## config.mk

```make
export PLATFORM = sky130hd
export DESIGN_NAME = vred_operand_fetch
export DESIGN_NICKNAME = d
export VERILOG_FILES = /design/src/rtl/vred_operand_fetch_pkg.sv /design/src/rtl/vred_operand_buf.sv /design/src/rtl/vred_operand_fetch.sv
export SDC_FILE = /design/constraint.sdc
export NUM_CORES = 1
export LEC_CHECK = 0
export CAP_MARGIN = 20
export CORE_AREA = 2 2 309 311
export CTS_BUF_LIST = sky130_fd_sc_hd__clkbuf_4 sky130_fd_sc_hd__clkbuf_8 sky130_fd_sc_hd__clkbuf_16
export CTS_CLUSTER_DIAMETER = 40
export DETAILED_ROUTE_END_ITERATION = 10
export DIE_AREA = 0 0 311 313
export PLACE_DENSITY = 0.57
export SLEW_MARGIN = 10
export SYNTH_ARGS = -nofsm -noshare
export SYNTH_HDL_FRONTEND = slang
export SYNTH_SLANG_ARGS = --single-unit
```

## constraint.sdc

```tcl
create_clock -name clk -period 3.74 [get_ports clk]
set_input_delay 0.561 -clock clk [delete_from_list [all_inputs] [get_ports clk]]
set_output_delay 0.561 -clock clk [all_outputs]
set_load 0.03 [all_outputs]
```

## src/rtl/vred_operand_fetch_pkg.sv

```systemverilog
// Shared vector-reduction definitions: FSM states, field encodings
// and register-file geometry defaults used by the operand stage.
package vred_operand_fetch_pkg;

    localparam int DEF_VLEN_BITS = 128;
    localparam int DEF_VREG_AW   = 5;

    localparam logic SEW_INT8  = 1'b0;
    localparam logic SEW_INT32 = 1'b1;
    localparam logic LMUL_1    = 1'b0;
    localparam logic LMUL_4    = 1'b1;

    typedef enum logic [1:0] {
        ST_IDLE,
        ST_FETCH,
        ST_DRAIN,
        ST_ISSUE
    } vred_state_t;

    // Index of the final read: vs1 plus one or four vs2 registers.
    function automatic logic [2:0] last_idx(input logic lmul);
        return (lmul == LMUL_4) ? 3'd4 : 3'd1;
    endfunction

    function automatic logic misaligned(input logic lmul,
                                        input logic [1:0] vs2_lo);
        return (lmul == LMUL_4) && (vs2_lo != 2'd0);
    endfunction

endpackage

```

## src/rtl/vred_operand_buf.sv

```systemverilog
// Capture registers for vs1 and the vs2 group; index 0 writes vs1,
// index j>=1 writes vs2 slice j-1.
module vred_operand_buf
    import vred_operand_fetch_pkg::*;
#(
    parameter int VLEN_BITS = DEF_VLEN_BITS
) (
    input  logic                   clk,
    input  logic                   rst_n,
    input  logic                   i_clr,
    input  logic                   i_we,
    input  logic [2:0]             i_idx,
    input  logic [VLEN_BITS-1:0]   i_data,
    output logic [VLEN_BITS-1:0]   o_vs1,
    output logic [4*VLEN_BITS-1:0] o_vs2
);

    logic [VLEN_BITS-1:0]      r_vs1;
    logic [3:0][VLEN_BITS-1:0] r_vs2;
    logic [1:0]                w_slot;

    assign w_slot = 2'(i_idx - 3'd1);

    always_ff @(posedge clk or negedge rst_n) begin
        if (!rst_n) begin
            r_vs1 <= '0;
            r_vs2 <= '0;
        end else if (i_clr) begin
            r_vs1 <= '0;
            r_vs2 <= '0;
        end else if (i_we) begin
            if (i_idx == 3'd0) begin
                r_vs1 <= i_data;
            end else begin
                r_vs2[w_slot] <= i_data;
            end
        end
    end

    assign o_vs1 = r_vs1;
    assign o_vs2 = r_vs2;

endmodule

```

## src/rtl/vred_operand_fetch.sv

```systemverilog
// Operand fetch for the reduction unit: reads vs1 and the vs2 group
// through one VRF port and presents them with a valid/ready handshake.
module vred_operand_fetch
    import vred_operand_fetch_pkg::*;
#(
    parameter int VLEN_BITS = DEF_VLEN_BITS,
    parameter int VREG_AW   = DEF_VREG_AW
) (
    input  logic                   clk,
    input  logic                   rst_n,
    input  logic                   req_valid,
    output logic                   req_ready,
    input  logic                   req_sew,
    input  logic                   req_lmul,
    input  logic [VREG_AW-1:0]     req_vs1,
    input  logic [VREG_AW-1:0]     req_vs2,
    input  logic [VREG_AW-1:0]     req_vd,
    output logic                   vrf_rd_en,
    output logic [VREG_AW-1:0]     vrf_rd_addr,
    input  logic [VLEN_BITS-1:0]   vrf_rd_data,
    output logic                   out_valid,
    input  logic                   out_ready,
    output logic                   out_sew,
    output logic                   out_lmul,
    output logic [VREG_AW-1:0]     out_vd,
    output logic [VLEN_BITS-1:0]   vs1_bus,
    output logic [4*VLEN_BITS-1:0] vs2_bus,
    output logic                   err_misalign
);

    vred_state_t        r_state;
    logic               r_req_ready;
    logic               r_rd_en;
    logic [VREG_AW-1:0] r_rd_addr;
    logic [2:0]         r_cnt;
    logic               r_cap_vld;
    logic [2:0]         r_cap_idx;
    logic               r_out_valid;
    logic               r_err;
    logic               r_sew;
    logic               r_lmul;
    logic [VREG_AW-1:0] r_vd;
    logic [VREG_AW-1:0] r_vs1;
    logic [VREG_AW-1:0] r_vs2;
    logic               w_accept;

    assign w_accept = req_valid && r_req_ready && (r_state == ST_IDLE);

    always_ff @(posedge clk or negedge rst_n) begin
        if (!rst_n) begin
            r_state     <= ST_IDLE;
            r_req_ready <= 1'b1;
            r_rd_en     <= 1'b0;
            r_rd_addr   <= '0;
            r_cnt       <= '0;
            r_cap_vld   <= 1'b0;
            r_cap_idx   <= '0;
            r_out_valid <= 1'b0;
            r_err       <= 1'b0;
            r_sew       <= 1'b0;
            r_lmul      <= 1'b0;
            r_vd        <= '0;
            r_vs1       <= '0;
            r_vs2       <= '0;
        end else begin
            r_err     <= 1'b0;
            // Read data lands one cycle after its strobe.
            r_cap_vld <= r_rd_en;
            r_cap_idx <= r_cnt;
            unique case (r_state)
                ST_IDLE: begin
                    if (w_accept) begin
                        r_sew  <= req_sew;
                        r_lmul <= req_lmul;
                        r_vd   <= req_vd;
                        r_vs1  <= req_vs1;
                        r_vs2  <= req_vs2;
                        if (misaligned(req_lmul, req_vs2[1:0])) begin
                            r_err <= 1'b1;
                        end else begin
                            r_state     <= ST_FETCH;
                            r_req_ready <= 1'b0;
                            r_rd_en     <= 1'b1;
                            r_rd_addr   <= req_vs1;
                            r_cnt       <= 3'd0;
                        end
                    end
                end
                ST_FETCH: begin
                    if (r_cnt == last_idx(r_lmul)) begin
                        r_rd_en <= 1'b0;
                        r_state <= ST_DRAIN;
                    end else begin
                        // Next index is r_cnt+1, i.e. register vs2+r_cnt.
                        r_cnt     <= r_cnt + 3'd1;
                        r_rd_addr <= r_vs2 + VREG_AW'(r_cnt);
                    end
                end
                ST_DRAIN: begin
                    r_state     <= ST_ISSUE;
                    r_out_valid <= 1'b1;
                end
                ST_ISSUE: begin
                    if (out_ready) begin
                        r_state     <= ST_IDLE;
                        r_out_valid <= 1'b0;
                        r_req_ready <= 1'b1;
                    end
                end
                default: r_state <= ST_IDLE;
            endcase
        end
    end

    vred_operand_buf #(
        .VLEN_BITS (VLEN_BITS)
    ) u_buf (
        .clk    (clk),
        .rst_n  (rst_n),
        .i_clr  (w_accept),
        .i_we   (r_cap_vld),
        .i_idx  (r_cap_idx),
        .i_data (vrf_rd_data),
        .o_vs1  (vs1_bus),
        .o_vs2  (vs2_bus)
    );

    assign req_ready    = r_req_ready;
    assign vrf_rd_en    = r_rd_en;
    assign vrf_rd_addr  = r_rd_addr;
    assign out_valid    = r_out_valid;
    assign out_sew      = r_sew;
    assign out_lmul     = r_lmul;
    assign out_vd       = r_vd;
    assign err_misalign = r_err;

endmodule

```

==> impl_metrics.tcl <==
set metrics [dict create \
    status "complete, no violations" \
    synthTopCellsByArea "dfrtp_1 63%, nand2_1 15%, a21oi_1 9.7%, a22oi_1 3.8%, nor2_1 2.0%" \
    max_cap_violations 0 \
    synth_async_sr_flop_share_pct 100 \
    holdCritPathClass "in2reg" \
    detailedPlace.worstSlack_ps 1100 \
    fillCellCount 9220 \
    fmaxAchievable_mhz 388 \
    hold_violations 0 \
    relSlewSlack_pct 32.6 \
    io_pins 805 \
    cts_resized 0 \
    synthFlopType "dfrtp_1" \
    netlist.area_leader.share_pct 63.5 \
    grt_pass1_vias 23400 \
    holdWs_ps 428 \
    synth_fp_nets 2954 \
    ir_worst_vdd_uv 853 \
    setup_slack_ps 1160 \
    final_cell_count_no_fill 4937 \
    max_slew.worst_pin.slew_ps 1010 \
    clock-sinks 670 \
    p_per_area_nw_per_um2 1070 \
    detail_route.wl_per_cell_um 21.4 \
    first_iter_violations 1956 \
    dieArea_um2 97300 \
    cpMaxStageDelayCell "nand2b_4" \
    synth-seq-cells 670 \
    drtAntennaViolNets 0 \
    dp.cells 4726 \
    grt_pass1_wl_um 156000 \
    worst-path-buf-inv 1 \
    drc_errors 0 \
    clk_pin_slew_worst_paths_ps 50 \
    die_w_um 311 \
    synth_top_cell_by_area "dfrtp_1" \
    drive_above_1_share_pct 8.50 \
    slew_viol_final 0 \
    cts_tree "done" \
    clockRootBuffer "clkbuf_16" \
    cp_cell_sequence "nor3b_2, nand2b_4, buf_12, nand2_1, a21oi_1" \
    wl_um 105000 \
    via_per_inst 4.78 \
    die_height_um 313 \
    io_buffer_count 804 \
    power_mw 42.8 \
    criticalPathCategory "reg2reg" \
    syn_avg_cell_area_um2 9.43 \
    dr.pass1.iters 6 \
    finalCritPeriodShare_pct 68.9 \
    final_common_cell "nand2_1" \
    num_vias 23600 \
    place_congestion 0.816 \
    grt_max_degree 103 \
    leakagePower_nw 17.3 \
    row_count 113 \
    slowest_delay_ps 570 \
    crit_arrival_ps 3110 \
    cts_setup_buffers 0 \
    fin_nets 3732 \
    antenna_found_initial 7 \
    synth_edf_count 0 \
    cts_buffers 110 \
    critPathTopFamily "simple AND/OR/NAND/NOR gates" \
    postSynthCellCount 2796 \
    critPathCaptureType "register" \
    area_growth_pct 51.5 \
    cp-start-kind "register" \
    min_period_ps 2580 \
    track_usage_pct 21.0 \
    ys_types 47 \
    cp.required_ps 4270 \
    clk_latency_ps 670 \
    coreArea_um2 94200 \
    globalRoute.totalOverflow 0 \
    finalSetupViolations 0 \
    hpwlAfterDp_um 70800 \
    fin_worst_skew_ps 26.6 \
    rsz0062_at_grt "false" \
    syn_area_um2 26400 \
    worstPathMaxFanout 72 \
    clock_path_buffers 3 \
    final_cell_mix "1051 x nand2_1, 803 x clkdlybuf4s50_1, 669 x dfrtp_1" \
    initial_core_util_pct 28.0 \
    ys_warn_count 0 \
    cts_max_level 3 \
    tns_ps 0 \
    seq_area_frac_synth_pct 63.6 \
]
registers in the layout (all words and copies together), names as in the netlist, 2 cells and up:
signal	cells
r_cap_idx	3
r_state	2
r_vs2	5
vrf_rd_addr	5
out_vd	5
u_buf.o_vs2	512
r_cnt	3
u_buf.o_vs1	128
cell families (layout without fill, tap and decap cells):
logic type                 after synthesis  after routing  synth area share (%)
AOI/OAI and AO/OA                      666            666                  14.1
muxes                                    9              9                 0.375
other                                    0              3                     0
DFF                                    670            670                  63.6
adders and majority gates                9              9                 0.456
xor gates and xnor gates                 2              2                0.0664
buffers and inverters                  227           1100                  3.74
and+or+nand+nor                       1213           1213                  17.7
routing by layer:
metal / vias up / share of wire, % / global-route usage, %
met5: - / 0.012 / 0
met3: 202 / 8.5 / 6.77
met1: 11700 / 41 / 26.4
met2: 938 / 47 / 33.5
met4: 2 / 3.9 / 8.66
li1: 10700 / - / -
report_power, final:
| part | leakage, nW | switching, mW | internal, mW |
|---|---|---|---|
| combinational | 6.70 | 12.8 | 7.39 |
| sequential | 8.70 | 1.64 | 10.2 |
| clock | 1.93 | 3.77 | 6.97 |
| total | 17.3 | 18.2 | 24.5 |
worst reg2reg max path: stages (launching register included):
cell and delay (ps):
dfrtp_1 540, nor3b_2 480, nand2b_4 570, buf_12 420, nand2_1 350, a21oi_1 80
per-stage QoR:
stage               util, %  area [um2]
floorplan                 -       26400
global placement       38.2       35900
detailed placement     38.2       35900
CTS                    42.4       39900
global route           42.4       39900
finish                 42.4       39900
layout make-up:
type	count	area (um2)	share of cell area, %
well taps	1265	1580	3.96
multi-input cells	1899	8680	21.7
clock inverters	64	796	1.99
inverters	11	41.3	0.103
diodes	3	7.51	0.0188
repair buffers	882	8890	22.3
flip-flops and latches	670	16800	42.0
clock buffers	143	3170	7.94
Yosys cell counts (all sizes together) (2+ instances only):
library cell,n
a22oi,132
and3,2
inv,11
nand3,3
ha,8
nor3b,3
mux2i,2
a31oi,2
buf,123
nand2,1052
nand4,2
mux2,7
nor2,141
o21ai,8
o21a,2
dfrtp,669
a21oi,512
clkbuf,93
timing repair:
| item | in CTS | in global routing |
|---|---|---|
| hold endpoints to repair | 56 | 0 |
| hold buffers | 1 | 0 |
| endpoints found under the setup margin | 0 | 0 |
path summary, 6_finish.rpt:
check / to / slack, ps / from / cells after the start
min in group asynchronous: u_buf.o_vs2[311] / 530 / rst_n / 2
setup / recovery: u_buf.o_vs1[23] / 1160 / r_cap_idx[0] / 5
hold / removal: out_vd[3] / 430 / req_vd[3] / 3
max in group asynchronous: u_buf.o_vs1[114] / 2090 / rst_n / 3
hold reg to reg: r_cap_vld / 440 / vrf_rd_en / 0
setup reg to reg: u_buf.o_vs1[23] / 1160 / r_cap_idx[0] / 5
Power figures use the tool's default switching activity.
==> RTL edit 1: new RTL, same flow settings <==
Put one more register stage on the output `err_misalign`, cleared by the reset. The value now appears one clock later. The other outputs are not delayed to match.
--- a/src/rtl/vred_operand_fetch.sv
+++ b/src/rtl/vred_operand_fetch.sv
@@ -132,7 +132,13 @@
     assign out_sew      = r_sew;
     assign out_lmul     = r_lmul;
     assign out_vd       = r_vd;
-    assign err_misalign = r_err;
+    always_ff @(posedge clk or negedge rst_n) begin
+        if (!rst_n) begin
+            err_misalign <= '0;
+        end else begin
+            err_misalign <= r_err;
+        end
+    end
 
 endmodule
 
Function: not settled (the Yosys comparison gave no result); the edit may change what the design does.
==> RTL edit 1 against the original RTL <==
Fmax is 0.86% lower. Sequential cell count is 1 higher. Design area is 0.64% lower. Final cell count is 0.49% lower. Total power is 0.62% lower. First-iteration DRC count is 4.3% higher. Setup slack worse by 0.022 ns. Wire length is 5.4% higher. Synthesized area hardly changed. Critical path type is now flop to output port. Highest routed layer unchanged.
==> RTL edit 1: results (changes against the original RTL) <==
metric	value	unit	change
p_int	0.0241	W	was 0.0245 W
clk_pin_slew	0.05	ns	about the same
sw_frac_of_total	0.432		was 0.426
yosysSeqAreaShare	0.636		about the same
ff2ff_setup_slack	1.23	ns	was 1.16 ns
crit_start	req_ready$_DFFE_PN1P_		was r_cap_idx[0]$_DFF_PN0_
r2r-end	u_buf.o_vs2[429]$_DFFE_PN0P_		was u_buf.o_vs1[23]$_DFFE_PN0P_
vdd_drop_max	527	uV	was 853 uV
cts_root_buf	clkbuf_16		unchanged
cts_max_path_buffers	3		unchanged
worst_slew_pin_slew	1.07	ns	was 1.01 ns
dpl.hpwl	74.7	mm	was 70.8 mm
grt_pass1_vias	23400		about the same
synth_common_cells	nand2_1 (1052), dfrtp_1 (670), a21oi_1 (512)		was nand2_1 (1052), dfrtp_1 (669), a21oi_1 (512)
skew	0.0462	ns	was 0.0266 ns
globalplace.congestion	0.864		was 0.816
hold_class	flop to flop		was primary input to flop
grt_max_degree	124		was 103
drt_iter0_markers	2040		was 1956
syn_nets	2955		was 2954
postCtsSetupRepairBufs	0		unchanged
cts_buffers	105		was 110
synth_area_per_cell	9.44	sq um	was 9.43 sq um
crit_family	buffers and inverters		was simple AND/OR/NAND/NOR gates
slowest_delay	0.75	ns	was 0.57 ns
crit_end	req_ready		was u_buf.o_vs1[23]$_DFFE_PN0P_
worstPathArrival	2.04	ns	was 3.11 ns
port_buffers	804		unchanged
grtUsageTotal	0.221		was 0.210
yosys_warnings	0		unchanged
drtPass1Iterations	7		was 6
path_max_fanout	8		was 72
antenna_found_initial	11		was 7
slowest_stage	clkdlybuf4s50_1		was nand2b_4
r2r-start	r_cap_idx[0]$_DFF_PN0_		unchanged
dp_cells	4711		was 4726
viasPerCell	4.83		was 4.78
cts_resized	0		unchanged
p_leak	17.2	nW	was 17.3 nW
finalNetCount	3712		was 3732
ys_top_cells_by_area	dfrtp_1 (64%), nand2_1 (15%), a21oi_1 (9.7%)		was dfrtp_1 (63%), nand2_1 (15%), a21oi_1 (9.7%)
drive_above_1_share	0.0785		was 0.0850
clock_power_share	0.243		was 0.251
instances_no_fill	4913		was 4937
status	finished clean		unchanged
grt_first_pass_wirelength	163	mm	was 156 mm
largest_register_ff_count	512		unchanged
detail_route.wl_per_cell	22.6	um	was 21.4 um
## RTL edit 1: cell count changes in the layout (fill, tap and decap cells not counted), sizes merged
| cell | change |
|---|---|
| bufinv | -1 |
| diode | +1 |
| dfrtp | +1 |
| clkbuf | -1 |
| clkinvlp | -7 |
| buf | -16 |
| inv | -1 |
## RTL edit 1: logic make-up (layout without fill, tap and decap cells)
family | after synthesis | count (layout) | synth area share
AO/OA/AOI/OAI | 666 | 666 | 0.141
XOR/XNOR | 2 | 2 | 0.000664
adder cells (fa/ha/maj) | 9 | 9 | 0.00455
buffers and inverters | 227 | 1074 | 0.0374
flip-flops | 671 | 671 | 0.636
multiplexers | 9 | 9 | 0.00374
other | 0 | 4 | 0
AND/OR/NAND/NOR | 1213 | 1213 | 0.177
## RTL edit 1: repair_timing
action / CTS / global route
hold buffers: 1 / 0
setup endpoints to repair: 0 / 0
hold endpoints to repair: 52 / 0
## RTL edit 1: cell type report
| cell class | count | area [sq um] |
|---|---|---|
| fillers | 9278 | 54500 |
| multi-input cells | 1899 | 8680 |
| diodes | 4 | 10.0 |
| inverters | 11 | 41.3 |
| clock buffers | 142 | 3050 |
| well taps | 1265 | 1580 |
| clock inverters | 55 | 718 |
| repair buffers | 866 | 8810 |
| flip-flops and latches | 671 | 16800 |
## RTL edit 1: stage by stage
| step | utilization | instance area, sq um | setup WS, ns |
|---|---|---|---|
| after floorplan | - | 26400 | 1.99 |
| after global placement | 0.381 | 35900 | 1.28 |
| after detailed placement | 0.381 | 35900 | 1.18 |
| after CTS | 0.421 | 39700 | 1.06 |
| after global routing | 0.421 | 39700 | 1.05 |
| final | 0.421 | 39700 | 1.14 |
## RTL edit 1: routing by layer
metal  up-vias  track usage  routed length [um]
met2      1013        0.345               51400
li1      10700            -                   -
met5         -            0                  36
met3       227       0.0697                9570
met1     11800        0.280               45000
met4         6        0.105                5050
## RTL edit 1: worst min path at each step
stage / start / end / slack (ns) / cells past startpoint
6_report: r_err$_DFF_PN0_ / err_misalign$_DFF_PN0_ / 0.34 / 0
4_1_cts: r_err$_DFF_PN0_ / err_misalign$_DFF_PN0_ / 0.34 / 0
5_1_grt: r_err$_DFF_PN0_ / err_misalign$_DFF_PN0_ / 0.34 / 0
3_5_place_dp: r_err$_DFF_PN0_ / err_misalign$_DFF_PN0_ / 0.33 / 0
2_1_floorplan: rst_n / err_misalign$_DFF_PN0_ / 0.27 / 0
3_3_place_gp: r_err$_DFF_PN0_ / err_misalign$_DFF_PN0_ / 0.33 / 0
## RTL edit 1: worst reg2reg max path: stages, from the launching register on
cell and delay, ns:
dfrtp_1 0.55, nor3b_2 0.50, and2_4 0.72, buf_4 0.41, nand2_1 0.10, a21oi_1 0.15
==> RTL edit 2: new RTL, config.mk and constraints unchanged <==
Made on the original files. Set the package constant `DEF_VLEN_BITS` to 124 (it was 128).
--- a/src/rtl/vred_operand_fetch_pkg.sv
+++ b/src/rtl/vred_operand_fetch_pkg.sv
@@ -2,7 +2,7 @@
 // and register-file geometry defaults used by the operand stage.
 package vred_operand_fetch_pkg;
 
-    localparam int DEF_VLEN_BITS = 128;
+    localparam int DEF_VLEN_BITS = 124;
     localparam int DEF_VREG_AW   = 5;
 
     localparam logic SEW_INT8  = 1'b0;
Ports: changed (resized vrf_rd_data, vs1_bus and vs2_bus); port bits go from 805 to 781. The function was not compared with the original's and may differ.
==> RTL edit 2 against the original RTL <==
Setup slack improved by 0.042 ns. Sequential cell count fell by 20. Clock skew fell by 0.010 ns. Critical path depth fell by 4. Wire length fell by 1.3%. Total power fell by 2.8%. Utilization fell by 1.0 points. Design area fell by 2.4%. Synthesized area fell by 2.2%.
==> RTL edit 2: results (changes against the original RTL) <==
metric	value	unit	change
status	finished clean		unchanged
synth-compound-area-share	0.131		was 0.141
r2r-end	u_buf.o_vs2[92]$_DFFE_PN0P_		was u_buf.o_vs1[23]$_DFFE_PN0P_
viasPerCell	4.70		was 4.78
clkbuf_count	122		was 143
comb_power_share	0.473		was 0.472
multi_input_area_share	0.219		was 0.217
crit_family	buffers and inverters		was simple AND/OR/NAND/NOR gates
slowest_delay	0.70	ns	was 0.57 ns
antenna_found_initial	4		was 7
worstHoldStart	req_sew		was req_vd[3]
worst_slew_pin_slew	0.890	ns	was 1.01 ns
seq_share	0.418		was 0.420
r2r-start	r_state[1]$_DFFE_PN0P_		was r_cap_idx[0]$_DFF_PN0_
finalCritPeriodShare	0.677		was 0.689
worstPathArrival	1.97	ns	was 3.11 ns
multi_input_gates	1929		was 1899
synthXorXnorAreaFrac	0.000679		was 0.000664
skew	0.0166	ns	was 0.0266 ns
num-fill-cells	9275		was 9220
p_leak	16.8	nW	was 17.3 nW
detail_route.wl_per_cell	21.2	um	was 21.4 um
dp_cells	4709		was 4726
synth_mux_area_frac	0.00383		was 0.00375
ys_top_cells_by_area	dfrtp_1 (63%), nand2_1 (17%), a21oi_1 (11%)		was dfrtp_1 (63%), nand2_1 (15%), a21oi_1 (9.7%)
largest_register_ff_count	496		was 512
sw_frac_of_total	0.431		was 0.426
r2r_cells	6		was 5
synth_common_cells	nand2_1 (1192), dfrtp_1 (649), a21oi_1 (582)		was nand2_1 (1052), dfrtp_1 (669), a21oi_1 (512)
crit_start	req_ready$_DFFE_PN1P_		was r_cap_idx[0]$_DFF_PN0_
grt_max_degree	101		was 103
drt_iter0_markers	1850		was 1956
port_buffers	780		was 804
cts_buffers	105		was 110
num_vias	23100		was 23600
synth_fa_ha_area_frac	0.00466		was 0.00456
regArea	16300	sq um	was 16800 sq um
vdd_drop_max	621	uV	was 853 uV
grt_first_pass_wirelength	154	mm	was 156 mm
drive_above_1_share	0.0818		was 0.0850
globalplace.congestion	0.832		was 0.816
path_max_fanout	8		was 72
cts.sinks	650		was 670
yosysSeqAreaShare	0.631		was 0.636
layout.nonclk_buf_frac	0.225		was 0.223
grtUsageTotal	0.208		was 0.210
RTL edit 2: cell count changes after synthesis, sizes merged:
cell / delta
a22oi: -90
and2b: -1
clkbuf: -5
nand2: +140
nor2b: +1
a21oi: +70
dfrtp: -20
nor2: -90
RTL edit 2: metal layers:
| metal | vias up | wire [um] | track usage |
|---|---|---|---|
| met5 | - | 0 | 0 |
| met4 | 0 | 4200 | 0.0934 |
| met3 | 167 | 9000 | 0.0660 |
| met2 | 911 | 48600 | 0.330 |
| met1 | 11400 | 42300 | 0.260 |
| li1 | 10600 | - | - |
RTL edit 2: worst min-delay path, cell delays in order:
cell and delay (ns):
clkdlybuf4s50_1 0.40, nand2_1 0.05, nand2_1 0.04
RTL edit 2: logic make-up (layout without fill, tap and decap cells):
logic type	after synthesis	after routing
flip-flops	650	650
multiplexers	9	9
AND/OR/NAND/NOR	1263	1263
other	0	3
adder cells (fa/ha/maj)	9	9
buffers and inverters	222	1065
XOR/XNOR	2	2
AO/OA/AOI/OAI	646	646
